File: src/rtl/aes_pkg.sv
// -----------------------------------------------------------------------------
// aes_pkg
// Shared AES definitions used by the key schedule and the cipher datapath.
//   KEY_W / NR  : AES-128 key width and number of expansion rounds.
//   state_t     : key-expander FSM states.
//   sbox()      : forward S-box lookup (also used by the SubBytes stage).
//   rcon()      : round constant by expansion round 1..10.
// -----------------------------------------------------------------------------
package aes_pkg;

    localparam int KEY_W = 128;
    localparam int NR    = 10;

    typedef enum logic [1:0] {
        IDLE   = 2'd0,
        EXPAND = 2'd1,
        READY  = 2'd2
    } state_t;

    // Forward S-box, entry 0 in the most significant byte.
    localparam logic [2047:0] SBOX_TABLE = {
        128'h637c777bf26b6fc53001672bfed7ab76,
        128'hca82c97dfa5947f0add4a2af9ca472c0,
        128'hb7fd9326363ff7cc34a5e5f171d83115,
        128'h04c723c31896059a071280e2eb27b275,
        128'h09832c1a1b6e5aa0523bd6b329e32f84,
        128'h53d100ed20fcb15b6acbbe394a4c58cf,
        128'hd0efaafb434d338545f9027f503c9fa8,
        128'h51a3408f929d38f5bcb6da2110fff3d2,
        128'hcd0c13ec5f974417c4a77e3d645d1973,
        128'h60814fdc222a908846eeb814de5e0bdb,
        128'he0323a0a4906245cc2d3ac629195e479,
        128'he7c8376d8dd54ea96c56f4ea657aae08,
        128'hba78252e1ca6b4c6e8dd741f4bbd8b8a,
        128'h703eb5664803f60e613557b986c11d9e,
        128'he1f8981169d98e949b1e87e9ce5528df,
        128'h8ca1890dbfe6426841992d0fb054bb16
    };

    function automatic logic [7:0] sbox(input logic [7:0] b);
        return SBOX_TABLE[2047 - 8*int'(b) -: 8];
    endfunction

    function automatic logic [7:0] rcon(input logic [3:0] round);
        logic [7:0] r;
        case (round)
            4'd1:    r = 8'h01;
            4'd2:    r = 8'h02;
            4'd3:    r = 8'h04;
            4'd4:    r = 8'h08;
            4'd5:    r = 8'h10;
            4'd6:    r = 8'h20;
            4'd7:    r = 8'h40;
            4'd8:    r = 8'h80;
            4'd9:    r = 8'h1b;
            4'd10:   r = 8'h36;
            default: r = 8'h00;
        endcase
        return r;
    endfunction

endpackage

File: src/rtl/aes_key_step.sv
// -----------------------------------------------------------------------------
// aes_key_step
// One AES-128 key-schedule round, purely combinational.
//   key      : current round key (w0 = key[127:96], big-endian words)
//   rcon     : round constant byte for the round being produced
//   next_key : following round key
// -----------------------------------------------------------------------------
module aes_key_step
    import aes_pkg::*;
(
    input  logic [KEY_W-1:0] key,
    input  logic [7:0]       rcon,
    output logic [KEY_W-1:0] next_key
);

    logic [31:0] w0, w1, w2, w3;
    logic [31:0] rot, temp;
    logic [31:0] n0, n1, n2, n3;

    assign {w0, w1, w2, w3} = key;

    // RotWord: cyclic left rotate by one byte.
    assign rot = {w3[23:0], w3[31:24]};

    assign temp = {sbox(rot[31:24]), sbox(rot[23:16]), sbox(rot[15:8]), sbox(rot[7:0])}
                ^ {rcon, 24'h0};

    // Each new word chains on the one just produced.
    assign n0 = w0 ^ temp;
    assign n1 = w1 ^ n0;
    assign n2 = w2 ^ n1;
    assign n3 = w3 ^ n2;

    assign next_key = {n0, n1, n2, n3};

endmodule

File: src/rtl/aes_key_expander.sv
// -----------------------------------------------------------------------------
// aes_key_expander
// Sequential AES-128 key expansion: one round per clock into an 11-entry
// round-key buffer, with a registered read port for the cipher datapath.
//   clk, rst   : clock, synchronous active-high reset
//   start      : begin expansion of ip_key (honoured in IDLE or READY)
//   ip_key     : cipher key, captured on the accepted start cycle
//   busy       : expansion in progress
//   key_ready  : all 11 round keys valid
//   rd_en      : read strobe
//   rd_round   : round index to read, 0..10
//   rd_key     : registered round key (zero on an invalid read)
//   rd_valid   : qualifies rd_key, one cycle after rd_en
// -----------------------------------------------------------------------------
module aes_key_expander
    import aes_pkg::*;
#(
    parameter int NR    = aes_pkg::NR,
    parameter int KEY_W = aes_pkg::KEY_W
) (
    input  logic             clk,
    input  logic             rst,
    input  logic             start,
    input  logic [KEY_W-1:0] ip_key,
    output logic             busy,
    output logic             key_ready,
    input  logic             rd_en,
    input  logic [3:0]       rd_round,
    output logic [KEY_W-1:0] rd_key,
    output logic             rd_valid
);

    if (NR != 10 || KEY_W != 128) begin : g_bad_cfg
        $error("aes_key_expander supports only AES-128 (NR=10, KEY_W=128)");
    end

    state_t           state;
    logic [3:0]       cnt;
    logic [KEY_W-1:0] work;
    logic [KEY_W-1:0] next_key;
    logic [KEY_W-1:0] key_buf [0:10];
    logic             load;

    // A start is honoured in every state except EXPAND.
    assign load = start && (state != EXPAND);

    aes_key_step u_step (
        .key      (work),
        .rcon     (rcon(cnt)),
        .next_key (next_key)
    );

    // NOTE: the buffer and work register are datapath storage with no reset;
    // their contents are only exposed once key_ready is set.
    always_ff @(posedge clk) begin
        if (load) begin
            key_buf[0] <= ip_key;
            work       <= ip_key;
        end else if (state == EXPAND) begin
            key_buf[cnt] <= next_key;
            work         <= next_key;
        end
    end

    // NOTE: all sequential state uses non-blocking assignments so every
    // register samples pre-edge values (e.g. a read racing a restart sees the
    // old key_ready and the old buffer entry).
    always_ff @(posedge clk) begin
        if (rst) begin
            state     <= IDLE;
            cnt       <= 4'd0;
            busy      <= 1'b0;
            key_ready <= 1'b0;
            rd_key    <= '0;
            rd_valid  <= 1'b0;
        end else begin
            if (rd_en) begin
                if (key_ready && rd_round <= 4'd10) begin
                    rd_valid <= 1'b1;
                    rd_key   <= key_buf[rd_round];
                end else begin
                    rd_valid <= 1'b0;
                    rd_key   <= '0;
                end
            end else begin
                rd_valid <= 1'b0;
            end

            case (state)
                IDLE, READY: begin
                    if (start) begin
                        cnt       <= 4'd1;
                        busy      <= 1'b1;
                        key_ready <= 1'b0;
                        state     <= EXPAND;
                    end
                end
                EXPAND: begin
                    cnt <= cnt + 4'd1;
                    if (cnt == 4'(NR)) begin
                        busy      <= 1'b0;
                        key_ready <= 1'b1;
                        state     <= READY;
                    end
                end
                default: state <= IDLE;
            endcase
        end
    end

endmodule

File: config.mk
export PLATFORM = sky130hd
export DESIGN_NAME = aes_key_expander
export DESIGN_NICKNAME = d
export VERILOG_FILES = /design/src/rtl/aes_pkg.sv /design/src/rtl/aes_key_step.sv /design/src/rtl/aes_key_expander.sv
export SDC_FILE = /design/constraint.sdc
export NUM_CORES = 2
export LEC_CHECK = 0
export CORE_UTILIZATION = 55
export DETAILED_ROUTE_END_ITERATION = 10
export PLACE_DENSITY_LB_ADDON = 0.15
export SYNTH_ARGS = -nofsm -noshare
export SYNTH_HDL_FRONTEND = slang
export SYNTH_SLANG_ARGS = --single-unit
File: constraint.sdc
create_clock -name clk -period 20.3 [get_ports clk]
set_input_delay 3.045 -clock clk [delete_from_list [all_inputs] [get_ports clk]]
set_output_delay 3.045 -clock clk [all_outputs]
set_load 0.01 [all_outputs]
==> metrics.md <==
| Metric | Value |
|---|---|
| Post-synth EDFFs | `~1,500` |
| Met1 Wirelength | `a little over 100,000 um` |
| Asr flop ratio synth | `0%` |
| Worst hold margin | `~470 ps` |
| Worst reg2reg path endpoint | `key_buf[10][14]$_DFFE_PP_` |
| Mapped cell area | `0.0808 mm^2` |
| Chip height | `385 um` |
| WL/cell | `between 30 and 40 um` |
| Crit Path Category | `reg -> reg` |
| Post-CTS Setup Bufs | `0` |
| CTS tree | `built` |
| Grt total ovfl | `0` |
| Power, Total | `around 15,000 uW` |
| Met2 WL | `about 110,000 um` |
| Peak supply drop | `0.123 mV` |
| Final Util | `roughly 63%` |
| Post-CTS Hold Fix Bufs | `0` |
| DR top layer | `met5` |
| Antenna violations before repair | `30` |
| CP max FO | `33` |
| Nets | `approximately 6,400` |
| Worst slew pin tran | `between 1000 and 1500 ps` |
| Placed cells | `around 7,900` |
| Clk_skew | `between 50 and 60 ps` |
| CORE AREA | `around 0.15 mm^2` |
| HPWL Detailed | `160,000 um` |
| DR DRC count | `0` |
| Critical path's slowest cell | `ha_1` |
| Slowest stage delay, CP | `around 1200 ps` |
| Syn Inst Count | `6,035` |
| Worst reg-to-reg setup slack | `13,780 ps` |
| Yosys cell types | `just under 100` |
| Layout cells sized above 1 | `around 14%` |
| DIE WIDTH | `between 300 and 400 um` |
| Multi-input logic area | `0.0295 mm^2` |
| Clk_lat worst skew | `slightly above 800 ps` |
| Fin crit share | `roughly a third` |
| Syn Nets | `approximately 6,200` |
| Routed vias/inst | `around 6.7` |
| Iteration-0 DRC Markers | `a little over 7,000` |
| Crit path time final | `approximately 6500 ps` |
| CP dominant cell by count | `o21ai_0` |
| WP data required | `20,690 ps` |
| FMAX | `between 0.15 and 0.2 GHz` |
| Commonest non-fill, non-tap cell in the layout | `edfxtp_1` |
| Final Max Slew Viols | `0` |
| Final setup viols | `0` |
| Worst hold path stage count | `1` |
| Ys Warns | `0` |
| MaxCap Viol Count | `0` |
| Leak | `0.0312 uW` |
| R2R cell count | `12` |
| Post-route ant nets | `0` |
| Critical R2R Launch | `work[0]$_DFFE_PP_` |
| CP arrival | `slightly below 7000 ps` |
| Status | `completed` |
| CP startpoint kind | `register` |
| GP Congestion | `1.02` |
| CTS buffer count | `approximately 170` |
| Fillers | `around 11,000` |
| H-tree Lvls | `4` |
| CTS Root Cell | `clkbuf_16` |
| Setup_tns | `0 ps` |
| Power per cell area | `approximately 160 mW/mm^2` |
| Cts repair resizes | `0` |
| Mean Syn Cell Area | `13.4 um^2` |
| Vias in the first global route | `between 50,000 and 60,000` |
| Sequential share of the synthesized area | `between 60% and 70%` |
| Total Routing Usage GR | `34.1%` |
| Die area | `around 0.15 mm^2` |
| Clk pin slew, worst setup/hold paths | `around 60 ps` |
| CTS max path bufs | `3` |
| Port Buffers | `266` |
| RSZ-0062 raised after global routing | `false` |
| Worst hold start | `rd_key[77]$_SDFFE_PP0P_` |
| CP Capture Type | `register` |
| FF+latch area | `approximately 0.05 mm^2` |
| Largest net degree at the start of global routing | `around 160` |
| Clk sinks | `1,681` |
| Synth Register Bits | `~1,700` |
| Hold Path End | `rd_key[77]$_SDFFE_PP0P_` |
| First-pass GRT wire length | `364,000 um` |
| Top FF cell, synth | `edfxtp_1` |
| Worst min path class | `reg -> reg` |
| Rel. slew slack | `around 3.8%` |
| Routed Wire Length | `~250,000 um` |
| I/O pin count | `267` |
| Via count | `54,932` |
| Final hold viol count | `0` |
| First drt pass iteration count | `6` |
| Post-route insts no fill | `about 8,200` |
| Number of cell rows | `140` |
| Area Growth Syn to Fin | `12.7%` |
| Commonest cells after routing, fill and taps aside | `edfxtp_1, nand2_1, o21ai_0, mux4_2, mux2i_1` |
| WL met3 | `roughly 27,000 um` |
| Worst path cell trace | `buf_4, clkinv_1, ha_1, nor2b_1, o311ai_0, o21ai_0, a211o_1, a311oi_2, xnor2_1, o21ai_0, a221oi_1, o21ai_0` |
| Initial Utilization | `55.5%` |
cell type report:
class                   count  share of cell area, %
flip-flops and latches   1681                   53.8
well taps                1917                   2.63
repair buffers            472                   4.74
clock inverters            64                  0.822
multi-input cells        3782                   32.4
inverters                  57                  0.235
diodes                     15                 0.0412
clock buffers             252                   5.33
logic make-up after synthesis:
group	synth area share [%]
and+or+nand+nor	8.07
adders and majority gates	1.02
xor gates and xnor gates	2.37
muxes	13.0
buffers and inverters	2.98
DFF	60.7
AOI/OAI and AO/OA	11.9
worst max-delay path, delay by kind of cell, from the launching register on:
| kind | cells | cell delay, ps |
|---|---|---|
| compound gates | 7 | 3160 |
| xor+xnor | 1 | 190 |
| fa+ha+maj | 1 | 1150 |
| buf+inv | 2 | 980 |
| flops | 1 | 320 |
| simple gates | 1 | 270 |
sequential cells by signal, summed over array words and instances, names as in the netlist:
name / count
work: 128
cnt: 4
u_step.rcon: 8
key_ready: 1
rd_key: 128
state: 2
busy: 1
rd_valid: 1
key_buf: 1408
worst max-delay path by stage:
stage	from	end	slack, ps
after CTS	work[0]$_DFFE_PP_	key_buf[10][14]$_DFFE_PP_	14040
after detailed placement	rd_round[0]	rd_key[50]$_SDFFE_PP0P_	13220
after floorplan	state[1]$_SDFFE_PP0P_	key_buf[10][0]$_DFFE_PP_	6260
final	work[0]$_DFFE_PP_	key_buf[10][14]$_DFFE_PP_	13780
after global routing	work[0]$_DFFE_PP_	key_buf[4][14]$_DFFE_PP_	13670
after global placement	rd_round[0]	rd_key[50]$_SDFFE_PP0P_	13220
power breakdown:
group          internal, uW  switching, uW
Clock                  1790           1330
Combinational          2340           4730
Sequential             4670            161
Total                  8790           6220
routing by layer:
layer | vias up | track usage (%)
met4 | 30 | 12.1
met1 | 27711 | 49.6
met2 | 3034 | 50.4
li1 | 23672 | -
met3 | 485 | 7.67
met5 | - | 0
cells in the mapped netlist, drive strengths merged (83+ instances only):
master	number	area share, %
a22o	131	1.4
dfxtp	145	3.6
xnor2	99	1.2
nand2	633	2.9
o21ai	606	3.8
nand3	83	0.51
nor3	88	0.54
nor2b	91	0.70
buf	201	1.3
edfxtp	1536	57
mux2i	304	3.8
nand2b	98	0.76
mux4	320	8.9
clkbuf	314	1.5
a21oi	219	1.4
nor2	236	1.1
metrics by stage:
step	setup WS [ps]	instance area, um^2
3_3_place_gp	13220	85500
4_1_cts	14040	91100
2_1_floorplan	6260	80800
3_5_place_dp	13220	85500
6_report	13780	91100
5_1_grt	13670	91100
Note: power is estimated with default switching activity, not from simulation.
